`src/rtl/retire_tracker.sv`:
```
// ---------------------------------------------------------------------------
// retire_tracker
//
// Retirement monitor for the 5-stage RISC-V core. A shadow pipe follows each
// fetched instruction through the core using the same stall and flush
// controls. When the core retires the WB instruction, a decoded commit record
// is pushed into a first-word-fallthrough trace FIFO that a consumer drains
// with a valid/ready handshake.
//
// Ports
//   clk, rst_n            core clock, asynchronous active-low reset
//   fetch_valid_i/pc_i/instr_i   fetch tap feeding tracking entry 0
//   stall_i               freeze the tracking pipe
//   flush_mask_i          bit k invalidates tracking entry k at the next edge
//   retire_i, rd_val_i    WB retirement strobe and rd value
//   trace_*_o, trace_ready_i     FIFO head record and drain handshake
//   instr_count_o         accepted retirements (wraps at 2^32)
//   overflow_o            sticky: a record was dropped on a full FIFO
//   mismatch_o            sticky: retire seen while the WB entry was invalid
//   done_o                sticky: instr_count reached MAX_INSTR
// ---------------------------------------------------------------------------
module retire_tracker #(
    parameter int STAGES     = 4,
    parameter int XLEN       = 32,
    parameter int FIFO_DEPTH = 16,
    parameter int MAX_INSTR  = 200
) (
    input  logic              clk,
    input  logic              rst_n,
    input  logic              fetch_valid_i,
    input  logic [XLEN-1:0]   fetch_pc_i,
    input  logic [31:0]       fetch_instr_i,
    input  logic              stall_i,
    input  logic [STAGES-1:0] flush_mask_i,
    input  logic              retire_i,
    input  logic [XLEN-1:0]   rd_val_i,
    output logic              trace_valid_o,
    input  logic              trace_ready_i,
    output logic [XLEN-1:0]   trace_pc_o,
    output logic [31:0]       trace_instr_o,
    output logic [2:0]        trace_type_o,
    output logic [4:0]        trace_rd_o,
    output logic [XLEN-1:0]   trace_rd_val_o,
    output logic [31:0]       instr_count_o,
    output logic              overflow_o,
    output logic              mismatch_o,
    output logic              done_o
);

    localparam int AW = $clog2(FIFO_DEPTH);
    localparam logic [AW:0] DEPTH_C = (AW+1)'(FIFO_DEPTH);

    localparam logic [2:0] T_R   = 3'd0;
    localparam logic [2:0] T_I   = 3'd1;
    localparam logic [2:0] T_S   = 3'd2;
    localparam logic [2:0] T_B   = 3'd3;
    localparam logic [2:0] T_U   = 3'd4;
    localparam logic [2:0] T_J   = 3'd5;
    localparam logic [2:0] T_UNK = 3'd7;

    typedef struct packed {
        logic [XLEN-1:0] pc;
        logic [31:0]     instr;
        logic [2:0]      ttype;
        logic [4:0]      rd;
        logic [XLEN-1:0] rd_val;
    } rec_t;

    function automatic logic [2:0] decode_type(input logic [6:0] opcode);
        logic [2:0] t;
        case (opcode)
            7'b0110011:                         t = T_R;
            7'b0010011, 7'b0000011, 7'b1100111: t = T_I;
            7'b0100011:                         t = T_S;
            7'b1100011:                         t = T_B;
            7'b0110111, 7'b0010111:             t = T_U;
            7'b1101111:                         t = T_J;
            default:                            t = T_UNK;
        endcase
        return t;
    endfunction

    // -----------------------------------------------------------------------
    // Tracking pipe
    // -----------------------------------------------------------------------
    logic done_q, done_d;
    logic retire_acc;

    // A retire while done is set is ignored entirely.
    assign retire_acc = retire_i & ~done_q;

    for (genvar gi = 0; gi < STAGES; gi++) begin : g_stage
        logic            vld_q, vld_d;
        logic [XLEN-1:0] pc_q;
        logic [31:0]     instr_q;
        logic            src_vld;
        logic [XLEN-1:0] src_pc;
        logic [31:0]     src_instr;
        logic            kill;

        if (gi == 0) begin : g_src_fetch
            assign src_vld   = fetch_valid_i;
            assign src_pc    = fetch_pc_i;
            assign src_instr = fetch_instr_i;
        end else begin : g_src_prev
            assign src_vld   = g_stage[gi-1].vld_q;
            assign src_pc    = g_stage[gi-1].pc_q;
            assign src_instr = g_stage[gi-1].instr_q;
        end

        // A stalled WB entry that has just retired must not retire twice.
        if (gi == STAGES-1) begin : g_kill_wb
            assign kill = stall_i & retire_acc;
        end else begin : g_kill_none
            assign kill = 1'b0;
        end

        assign vld_d = (stall_i ? vld_q : src_vld) & ~flush_mask_i[gi] & ~kill;

        always_ff @(posedge clk or negedge rst_n) begin
            if (!rst_n) begin
                vld_q   <= 1'b0;
                pc_q    <= '0;
                instr_q <= '0;
            end else begin
                vld_q <= vld_d;
                if (!stall_i) begin
                    pc_q    <= src_pc;
                    instr_q <= src_instr;
                end
            end
        end
    end

    logic            wb_vld;
    logic [XLEN-1:0] wb_pc;
    logic [31:0]     wb_instr;

    assign wb_vld   = g_stage[STAGES-1].vld_q;
    assign wb_pc    = g_stage[STAGES-1].pc_q;
    assign wb_instr = g_stage[STAGES-1].instr_q;

    // -----------------------------------------------------------------------
    // Commit record build
    // -----------------------------------------------------------------------
    rec_t rec;
    logic no_rd;

    always_comb begin
        rec.pc     = wb_pc;
        rec.instr  = wb_instr;
        rec.ttype  = decode_type(wb_instr[6:0]);
        // Stores, branches and x0 writes carry no architectural rd result.
        no_rd      = (rec.ttype == T_S) || (rec.ttype == T_B) || (wb_instr[11:7] == 5'd0);
        rec.rd     = no_rd ? 5'd0 : wb_instr[11:7];
        rec.rd_val = no_rd ? '0 : rd_val_i;
    end

    // -----------------------------------------------------------------------
    // Trace FIFO (first-word-fallthrough)
    // -----------------------------------------------------------------------
    rec_t          mem_q [FIFO_DEPTH];
    logic [AW-1:0] wr_ptr_q, wr_ptr_d;
    logic [AW-1:0] rd_ptr_q, rd_ptr_d;
    logic [AW:0]   fill_q, fill_d;
    logic          push, push_ok, pop, full;

    assign push    = retire_acc & wb_vld;
    assign pop     = (fill_q != '0) & trace_ready_i;
    assign full    = (fill_q == DEPTH_C);
    // A pop in the same cycle frees the slot the push needs.
    assign push_ok = push & (~full | pop);

    always_comb begin
        wr_ptr_d = wr_ptr_q;
        rd_ptr_d = rd_ptr_q;
        fill_d   = fill_q;
        if (push_ok) begin
            wr_ptr_d = wr_ptr_q + AW'(1);
        end
        if (pop) begin
            rd_ptr_d = rd_ptr_q + AW'(1);
        end
        if (push_ok && !pop) begin
            fill_d = fill_q + (AW+1)'(1);
        end else if (pop && !push_ok) begin
            fill_d = fill_q - (AW+1)'(1);
        end
    end

    always_ff @(posedge clk) begin
        if (push_ok) begin
            mem_q[wr_ptr_q] <= rec;
        end
    end

    // -----------------------------------------------------------------------
    // Count and sticky status
    // -----------------------------------------------------------------------
    logic [31:0] count_q, count_d;
    logic        overflow_q, overflow_d;
    logic        mismatch_q, mismatch_d;

    always_comb begin
        count_d    = count_q;
        overflow_d = overflow_q;
        mismatch_d = mismatch_q;
        done_d     = done_q;
        if (retire_acc && !wb_vld) begin
            mismatch_d = 1'b1;
        end
        // Dropped records still count as retired instructions.
        if (push) begin
            count_d = count_q + 32'd1;
            if (!push_ok) begin
                overflow_d = 1'b1;
            end
            if ((MAX_INSTR != 0) && (count_d == 32'(MAX_INSTR))) begin
                done_d = 1'b1;
            end
        end
    end

    always_ff @(posedge clk or negedge rst_n) begin
        if (!rst_n) begin
            wr_ptr_q   <= '0;
            rd_ptr_q   <= '0;
            fill_q     <= '0;
            count_q    <= '0;
            overflow_q <= 1'b0;
            mismatch_q <= 1'b0;
            done_q     <= 1'b0;
        end else begin
            wr_ptr_q   <= wr_ptr_d;
            rd_ptr_q   <= rd_ptr_d;
            fill_q     <= fill_d;
            count_q    <= count_d;
            overflow_q <= overflow_d;
            mismatch_q <= mismatch_d;
            done_q     <= done_d;
        end
    end

    // -----------------------------------------------------------------------
    // Outputs: head fields read as zero whenever the FIFO is empty
    // -----------------------------------------------------------------------
    rec_t head;

    assign head           = (fill_q != '0) ? mem_q[rd_ptr_q] : '0;
    assign trace_valid_o  = (fill_q != '0);
    assign trace_pc_o     = head.pc;
    assign trace_instr_o  = head.instr;
    assign trace_type_o   = head.ttype;
    assign trace_rd_o     = head.rd;
    assign trace_rd_val_o = head.rd_val;
    assign instr_count_o  = count_q;
    assign overflow_o     = overflow_q;
    assign mismatch_o     = mismatch_q;
    assign done_o         = done_q;

endmodule
```
`config.mk`:
```
export PLATFORM = sky130hd
export DESIGN_NAME = retire_tracker
export DESIGN_NICKNAME = d
export VERILOG_FILES = /design/src/rtl/retire_tracker.sv
export SDC_FILE = /design/constraint.sdc
export NUM_CORES = 2
export LEC_CHECK = 0
export ABC_AREA = 1
export CORE_MARGIN = 2
export CORE_UTILIZATION = 30
export CTS_CLUSTER_SIZE = 10
export DETAILED_ROUTE_END_ITERATION = 12
export PLACE_DENSITY = 0.58
export SETUP_SLACK_MARGIN = 0.05
export SLEW_MARGIN = 20
export SYNTH_ARGS = -nofsm -noshare
export SYNTH_HDL_FRONTEND = slang
export SYNTH_SLANG_ARGS = --single-unit
```
`constraint.sdc`:
```
create_clock -name clk -period 6.47 [get_ports clk]
set_input_delay 0.647 -clock clk [delete_from_list [all_inputs] [get_ports clk]]
set_output_delay 0.647 -clock clk [all_outputs]
set_load 0.02 [all_outputs]
```
==> metrics <==
status finished clean; post-DP HPWL 108000 um; Flop pwr share 0.552; Port Buffers 245; initial antenna violation count 12; Max Fanout on Critical Path 86; Top cell by count, worst path buf_4; Worst Hold Endpoint g_stage[2].pc_q[17]; CTS Buf Count 222; worst path bufs/invs 3; row count 186; crit path DAT 4900 ps; Cell variety after synth 40; Worst slew margin 0.268; Synth Cell Area 77400 um2; Slowest cell on crit path dfrtp_4; hold path start stall_i; Starting DRT DRC Count 5157; Area Overhead vs Synth 16.1%; Setup CP Type reg -> out; max-slew violations 0; syn nets 6097; R2R Path End fill_q[4]; Placer Congestion 0.791; most frequent cells after synthesis edfxtp_1 (1664), o21ai_0 (1086), nor2_1 (940), nand2_1 (520); Layout Nets 6236; CTS tree built; placed insts 9276; CP endpoint kind primary output; P_sw 0.00569 W; Least-Margin Pin Slew 1100 ps; reg-to-reg slack, setup 3000 ps; Synth Flop Type edfxtp_1; CP Launch Type register; chip height 512 um; Die Area 262000 um2; Synth Warn # 0; first-pass GRT wire length 323000 um; combinational power share 0.022; final wirelength 218000 um; EDFF count, synth 1664; max-cap violations 0; I/O pin total 246; Worst EP required 5820 ps; Vias 49400; most numerous cell in the Yosys netlist edfxtp_1; drt pass-1 iters 6; Root Driver clkbuf_16; Clk pwr share 0.427; crit path time final 5550 ps; asr flop ratio synth 0.156; Worst-path clk slew 60 ps; post-layout util 0.350; DRC Markers 0; layout cell share with drive strength beyond 1 0.0619; RSZ-0062 raised after global routing no; area leader, netlist edfxtp_1; Synth top area share 0.646; VDD IR max 0.285 mV; Yosys reg bits 1972; Top delay family on crit path buffers and inverters; setup_tns 0 ps; Routed Antenna Nets 0; initial core utilization 0.301; Worst Hold Class in -> reg; largest net degree at the start of global routing 345; Sw Share 0.215; register area share after synthesis 0.746; Longest Clk Path Bufs 3; final worst path period share 0.857; crit path cell chain buf_4 > buf_4 > o21ai_0 > o221ai_1 > o211ai_1 > a21oi_1 > clkdlybuf4s50_1; worst-skew pair later-pin latency 870 ps; Area contributors post-synth edfxtp_1 (65%), dfrtp_1 (10%), o21ai_0 (7.0%); vias in the first global route 48700; clk sinks 1972; Setup violations, final 0; Max Fclk 0.180 GHz; Vias/cell 5.13; Slowest Stage Delay on Critical Path 750 ps; clk_skew 62.2 ps; Leak Pwr 29.8 nW; H-tree depth 4; Non-Filler Instances 9625; # fillers 24700; synthesized area per cell 12.9 um2; final count of hold timing violations 0; Worst Hold Depth 3; Internal 0.0208 W; Routed wire per std cell 22.7 um; gr usage total 0.163; R2R depth 16; Core ar. 257000 um2; Post-Synthesis Cells 5979; pwr/cell area 295 nW/um2; Die W 512 um; Critical R2R Launch fill_q[0]; GR Overflow Total 0
==> kinds of logic after synthesis <==
kind of cell / after synthesis / share of synthesized area
flip-flops: 1972 / 0.746
AO/OA/AOI/OAI: 1738 / 0.133
AND/OR/NAND/NOR: 1608 / 0.0811
buffers and inverters: 634 / 0.0366
XOR/XNOR: 15 / 0.00170
adder cells (fa/ha/maj): 12 / 0.00204
==> cells in the final DEF, fill, tap and decap left out, types with 8 or more instances in the layout <==
master	n
clkbuf_16	222
a21oi_1	108
clkdlybuf4s50_1	243
edfxtp_1	1664
ha_1	11
clkinv_2	8
nand3_1	117
inv_1	206
buf_12	36
o21ai_0	1086
dfrtp_1	304
clkinv_16	10
o22ai_1	120
o211ai_1	121
o221ai_1	296
nor2_1	923
buf_4	55
nor2_4	19
nand2_1	520
clkbuf_1	87
xor2_1	12
==> sequential cells by signal, indices dropped and copies added (netlist names) <==
| signal | count |
|---|---|
| mem_q | 1664 |
| g_stage.instr_q | 128 |
| g_stage.pc_q | 128 |
| instr_count_o | 32 |
| fill_q | 5 |
| g_stage.vld_q | 4 |
| rd_ptr_q | 4 |
| wr_ptr_q | 4 |
| done_o | 1 |
| mismatch_o | 1 |
| overflow_o | 1 |
==> power groups by stage <==
stage          registers [W]  logic [W]  clock network (W)
3_3_place_gp          0.0148   0.000559                  0
6_report              0.0146   0.000570             0.0113
5_1_grt               0.0147   0.000656             0.0121
4_1_cts               0.0146   0.000582             0.0115
2_1_floorplan         0.0147   0.000299                  0
3_5_place_dp          0.0149   0.000579                  0
==> worst register-to-register path, stage by stage, from the launching register on <==
cell,delay [ps]
dfrtp_1,410
inv_1,120
nand3_1,170
nor2_4,140
buf_12,550
inv_1,140
nand2_1,320
ha_1,310
inv_1,120
ha_1,330
nand2_1,70
nor2_1,40
a211oi_1,290
nand2_1,80
nand2_1,70
nor2_1,40
xor2_1,140
==> through the flow <==
| step | area, um2 | setup slack [ps] | total power [W] | hold slack (ps) |
|---|---|---|---|---|
| floorplan | 77400 | 204 | 0.0150 | 351 |
| detailed placement | 83400 | 1780 | 0.0154 | 447 |
| CTS | 89800 | 848 | 0.0267 | 192 |
| global placement | 83400 | 1790 | 0.0154 | 445 |
| finish | 89800 | 923 | 0.0265 | 268 |
| global route | 89800 | 720 | 0.0274 | 241 |
==> worst max path at each step <==
stage,from,end,slack [ps],cells past startpoint
after floorplan,retire_i,mem_q[11][0],200,4
after global placement,rd_ptr_q[0],trace_pc_o[11],1790,7
final,rd_ptr_q[0],trace_pc_o[11],920,7
after CTS,rd_ptr_q[0],trace_pc_o[11],850,7
after detailed placement,rd_ptr_q[0],trace_pc_o[11],1780,7
after global routing,rd_ptr_q[0],trace_rd_o[2],720,7
==> metal layers <==
layer  track usage  share of wire
met1         0.233           0.45
met2         0.254           0.45
met3        0.0306          0.075
met4        0.0402          0.018
met5             0        0.00066
==> final cells by class <==
type                    count  area, um2  share of cell area
multi-input cells        3373      17000               0.189
diodes                      3       7.51           0.0000836
well taps                3384       4230              0.0472
clock inverters            30        443             0.00493
repair buffers            338       3630              0.0405
clock buffers             314       5950              0.0663
flip-flops and latches   1972      57700               0.642
inverters                 211        851             0.00948
==> what timing repair did <==
action,in CTS,in global routing
setup buffers,0,0
gates resized for setup,0,0
hold endpoints to repair,95,0
hold buffers,1,0
No activity file was read; power rests on OpenSTA's default activity.
